`src/rtl/mips_pkg.sv`:
```
// Shared types and constants for the fetch/decode pipeline slice.
package mips_pkg;

    localparam int unsigned WORD_WIDTH  = 32;
    localparam int unsigned INSTR_BYTES = 4;

    localparam logic [WORD_WIDTH-1:0] DEFAULT_NOP_INSTR = 32'h0000_0000;
    localparam logic [WORD_WIDTH-1:0] DEFAULT_RESET_PC  = 32'h0000_0000;

    // IF/ID pipeline register contents, also consumed by the decode stage.
    typedef struct packed {
        logic                  valid;
        logic [WORD_WIDTH-1:0] instruction;
        logic [WORD_WIDTH-1:0] pc;
        logic [WORD_WIDTH-1:0] pc_plus4;
    } if_id_t;

    // Empty slot: no real instruction, all address fields zero.
    function automatic if_id_t if_id_bubble(input logic [WORD_WIDTH-1:0] nop);
        if_id_t b;
        b.valid       = 1'b0;
        b.instruction = nop;
        b.pc          = '0;
        b.pc_plus4    = '0;
        return b;
    endfunction

endpackage

```
`src/rtl/instruction_fetch_unit_if_id_register.sv`:
```
// IF/ID pipeline register with bubble > hold > load priority.
module if_id_register
    import mips_pkg::*;
#(
    parameter logic [WORD_WIDTH-1:0] NOP_INSTR = DEFAULT_NOP_INSTR
) (
    input  logic   clk,
    input  logic   reset,
    input  logic   bubble,
    input  logic   hold,
    input  if_id_t load_data,
    output if_id_t if_id
);

    if_id_t if_id_q;
    if_id_t if_id_d;

    // Next contents: bubble wins over hold, hold wins over a fresh load.
    always_comb begin
        if_id_d = if_id_q;
        if (bubble) begin
            if_id_d = if_id_bubble(NOP_INSTR);
        end else if (!hold) begin
            if_id_d = load_data;
        end
    end

    // Register with synchronous reset to an empty slot.
    always_ff @(posedge clk) begin
        if (reset) begin
            if_id_q <= if_id_bubble(NOP_INSTR);
        end else begin
            if_id_q <= if_id_d;
        end
    end

    assign if_id = if_id_q;

endmodule

```
`src/rtl/instruction_fetch_unit.sv`:
```
// Fetch stage: PC register, next-PC selection, memory word address and IF/ID capture.
module instruction_fetch_unit
    import mips_pkg::*;
#(
    parameter int unsigned           ADDR_WIDTH = 6,
    parameter logic [WORD_WIDTH-1:0] RESET_PC   = DEFAULT_RESET_PC,
    parameter logic [WORD_WIDTH-1:0] NOP_INSTR  = DEFAULT_NOP_INSTR
) (
    input  logic                  clk,
    input  logic                  reset,
    input  logic                  stall,
    input  logic                  flush,
    input  logic                  redirect_valid,
    input  logic [WORD_WIDTH-1:0] redirect_target,
    input  logic [WORD_WIDTH-1:0] instruction,
    output logic [ADDR_WIDTH-1:0] instruction_address,
    output logic [WORD_WIDTH-1:0] pc,
    output logic                  if_id_valid,
    output logic [WORD_WIDTH-1:0] if_id_instruction,
    output logic [WORD_WIDTH-1:0] if_id_pc,
    output logic [WORD_WIDTH-1:0] if_id_pc_plus4
);

    localparam logic [WORD_WIDTH-1:0] ALIGN_MASK = ~WORD_WIDTH'(INSTR_BYTES - 1);
    localparam logic [WORD_WIDTH-1:0] PC_STEP    = WORD_WIDTH'(INSTR_BYTES);

    logic [WORD_WIDTH-1:0] pc_q;
    logic [WORD_WIDTH-1:0] pc_d;
    logic [WORD_WIDTH-1:0] pc_plus4;
    if_id_t                fetched;
    if_id_t                if_id;

    assign pc_plus4 = pc_q + PC_STEP;

    // Next PC: redirect (aligned) beats stall, otherwise sequential.
    always_comb begin
        pc_d = pc_plus4;
        if (redirect_valid) begin
            pc_d = redirect_target & ALIGN_MASK;
        end else if (stall) begin
            pc_d = pc_q;
        end
    end

    // PC register with synchronous reset.
    always_ff @(posedge clk) begin
        if (reset) begin
            pc_q <= RESET_PC;
        end else begin
            pc_q <= pc_d;
        end
    end

    // Word address wraps naturally by slicing above the byte offset.
    assign instruction_address = pc_q[ADDR_WIDTH+1:2];
    assign pc                  = pc_q;

    always_comb begin
        fetched.valid       = 1'b1;
        fetched.instruction = instruction;
        fetched.pc          = pc_q;
        fetched.pc_plus4    = pc_plus4;
    end

    if_id_register #(
        .NOP_INSTR(NOP_INSTR)
    ) u_if_id (
        .clk      (clk),
        .reset    (reset),
        .bubble   (redirect_valid | flush),
        .hold     (stall),
        .load_data(fetched),
        .if_id    (if_id)
    );

    assign if_id_valid       = if_id.valid;
    assign if_id_instruction = if_id.instruction;
    assign if_id_pc          = if_id.pc;
    assign if_id_pc_plus4    = if_id.pc_plus4;

endmodule
```
`config.mk`:
```
export PLATFORM = sky130hd
export DESIGN_NAME = instruction_fetch_unit
export DESIGN_NICKNAME = d
export VERILOG_FILES = /design/src/rtl/mips_pkg.sv /design/src/rtl/instruction_fetch_unit_if_id_register.sv /design/src/rtl/instruction_fetch_unit.sv
export SDC_FILE = /design/constraint.sdc
export NUM_CORES = 1
export LEC_CHECK = 0
export CORE_MARGIN = 8
export CORE_UTILIZATION = 46
export DETAILED_ROUTE_END_ITERATION = 8
export MAX_ROUTING_LAYER = met4
export PLACE_DENSITY = 0.88
export SYNTH_ARGS = -nofsm -noshare
export SYNTH_HDL_FRONTEND = slang
export SYNTH_HIERARCHICAL = 1
export SYNTH_SLANG_ARGS = --single-unit
```
`constraint.sdc`:
```
create_clock -name clk -period 2.6 [get_ports clk]
set_clock_uncertainty 0.05 [all_clocks]
set_input_delay 0.52 -clock clk [delete_from_list [all_inputs] [get_ports clk]]
set_output_delay 0.52 -clock clk [all_outputs]
set_load 0.005 [all_outputs]
```
==> summary.md, run 1 <==
| Metric | Value |
|---|---|
| Die width | `~130 um` |
| DP HPWL | `12.82 mm` |
| Setup Viol. Count Final | `0` |
| PwrDens | `609.2 mW/mm^2` |
| Initial DRT Pass Iterations | `5` |
| # DRC | `0` |
| Hold Path Depth | `2` |
| Largest net degree at the start of global routing | `39` |
| Critical path data required time | `2.90 ns` |
| Mean area per synthesized cell | `around 9.3 sq um` |
| Crit-path max cell delay | `between 0.6 and 0.7 ns` |
| Global-route wire length before repair | `~28 mm` |
| Initial Utilization | `between 40% and 50%` |
| H-tree depth | `4` |
| Met3 Use GR | `5.089%` |
| Worst Max-Slew Pin Slew | `0.7590 ns` |
| Met2 Usage GRT | `between 30% and 40%` |
| F_max | `449.5 MHz` |
| R2r worst-path depth | `6` |
| Critical path's slowest cell | `or4_1` |
| Number of synthesized flops with an enable pin | `0` |
| Setup TNS | `0 ns` |
| Total GRT Usage | `22.53%` |
| Post-Syn Area | `about 0.0058 sq mm` |
| HP Class | `reg -> reg` |
| # Post-CTS Setup Buffers | `0` |
| Ys flop type | `dfxtp_1` |
| Synthesis-to-layout area growth | `48.30%` |
| Multi-input gate area | `0.002887 sq mm` |
| DIE AREA | `between 0.015 and 0.02 sq mm` |
| Clk sinks | `127` |
| Routed WL | `roughly 18 mm` |
| Final antenna-violating net count | `0` |
| Design Power | `5.250 mW` |
| IO Port Bufs | `between 150 and 200` |
| Slew Limit Fails | `0` |
| Nature of the critical path startpoint | `flip-flop` |
| Vias per inst | `5.303` |
| Vias in the first global route | `5215` |
| CTS root buf | `clkbuf_16` |
| Row count | `41` |
| Sequential area share after synthesis | `43.76%` |
| Worst slew margin | `48.93%` |
| Max Cap Viol | `0` |
| Filler instances | `927` |
| Wirelength per Cell | `18.12 um` |
| Total CTS buffers | `17` |
| Synth warnings | `6` |
| TritonCTS clock tree | `yes` |
| GR Overflow Total | `0` |
| Status | `complete, no violations` |
| Setup crit end kind | `flip-flop` |
| Area leader, netlist | `dfxtp_1` |
| Crit Path Category | `reg -> reg` |
| RePlAce Congestion | `0.8382` |
| Register area | `0.002542 sq mm` |
| Grt met1 use | `between 20 and 30%` |
| Tcrit/Tclk final | `85.57%` |
| CTS clk-pin slew, worst paths | `about 0.05 ns` |
| Synth cell types | `48` |
| Share of the synthesized area in the top cell type | `43.76%` |
| Initial antenna violation count | `1` |
| Post-cts sizing count | `0` |
| RSZ-0062 raised after global routing | `no` |
| CP cell instances | `nand4_1 -> or4_1 -> nor3_1 -> xor2_1 -> mux2i_1 -> nor2_1` |
| CTS Hold Bufs | `0` |
| Crit-path max FO | `8` |
| Core footprint | `0.01247 sq mm` |
| Worst skew pair latency | `~0.42 ns` |
| Die Y | `128.4 um` |
| Crit path time final | `about 2.2 ns` |
| R2R setup slack | `approximately 0.38 ns` |
| # IOs | `204` |
| Max rail drop VDD | `0.0004855 V` |
| Mapped Cells | `624` |
| Crit path DAT | `2.53 ns` |
| Number of synthesized register bits | `127` |
| Asr flop ratio synth | `0%` |
| NumNets Final | `891` |
| Clock buffer depth | `2` |
| Busiest grt layer | `met2` |
| Initial drt markers | `550` |
| Final hold vios | `0` |
| Proportion of layout cells with a drive suffix above 1 | `8.884%` |
| Vias | `5335` |
| P_leak | `3.375 nW` |
| Top cells by area in the synthesized netlist | `dfxtp_1 44%, mux2i_1 17%, nor2_1 8.1%, xnor2_1 3.6%, xor2_1 2.4%` |
==> stage by stage <==
stage	area (sq um)	instances	utilization (%)	setup WS [ns]	hold WS, ns
floorplan	5829	629	-	0.5795	0.4384
global placement	7966	974	63.91	0.3630	0.4221
detailed placement	7966	974	63.91	0.3449	0.4316
CTS	8615	1005	69.11	0.4017	0.4472
global route	8617	1006	69.13	0.2203	0.4595
finish	8617	1006	69.13	0.3751	0.4417
==> placed cells by master (no fill, tap or decap), types with 15 or more instances in the layout <==
master	n
a211oi_1	16
buf_4	32
clkbuf_16	17
clkdlybuf4s50_1	198
dfxtp_1	127
mux2i_1	98
nand2_1	21
nor2_1	125
nor3_1	15
xnor2_1	24
xor2_1	16
==> critical path: cells and delay by family, from the launching register on <==
| kind | cells | cell delay, ns |
|---|---|---|
| mux | 1 | 0.10 |
| flops | 1 | 0.53 |
| simple gates | 4 | 1.24 |
| xor+xnor | 1 | 0.24 |
==> logic make-up (layout without fill, tap and decap cells) <==
family,after synthesis,after routing,share of synthesized area (%)
simple gates,236,236,19.88
fa+ha+maj,1,1,0.2153
other cells,2,8,0.1292
compound gates,47,47,6.073
flops,127,127,43.76
buf+inv,73,277,7.041
xor+xnor,40,40,6.029
mux,98,98,16.88
==> Yosys cell counts, drive strengths merged, types with 11 or more instances <==
cell,count
dfxtp,127
nor2,125
mux2i,98
buf,36
clkbuf,24
xnor2,24
nand2,21
a211oi,16
xor2,16
nand4,15
nor3,15
inv,13
nand3,11
==> where the power goes <==
| part | leakage [nW] | switching [mW] | internal, mW |
|---|---|---|---|
| clock network | 0.315 | 0.863 | 1.73 |
| registers | 1.03 | 0.0710 | 2.00 |
| logic | 2.03 | 0.252 | 0.336 |
| total | 3.37 | 1.19 | 4.06 |
==> per-layer routing <==
layer,vias up,share of wire [%]
li1,2548,-
met1,2525,42
met2,227,49
met3,35,7.0
met4,0,2.3
met5,-,0
==> registers in the layout, summed over array words and instances (netlist names) <==
register       flops
u_if_id/if_id     97
pc                30
==> path summary, 6_finish.rpt <==
check	endpoint	startpoint
worst max register to register	u_if_id/if_id[21]	pc[7]
worst min register to register	u_if_id/if_id[88]	u_if_id/if_id[88]
worst max-delay path	u_if_id/if_id[21]	pc[7]
worst min-delay path	u_if_id/if_id[88]	u_if_id/if_id[88]
==> cell type report <==
| type | count | share of cell area [%] |
|---|---|---|
| antenna | 1 | 0.02904 |
| clock buffer | 22 | 5.735 |
| clock inverter | 9 | 1.786 |
| inverter | 13 | 0.5663 |
| multi-input combinational | 429 | 33.50 |
| sequential | 127 | 29.50 |
| tap | 172 | 2.497 |
| timing repair buffer | 233 | 26.38 |
Power figures use the tool's default switching activity.
==> run 2: changes to the inputs <==
- CAP_MARGIN: default -> 20
- CTS_CLUSTER_SIZE: default -> 12
==> results of run 2 <==
Final layout, timing and power as in run 1 (identical DEF).
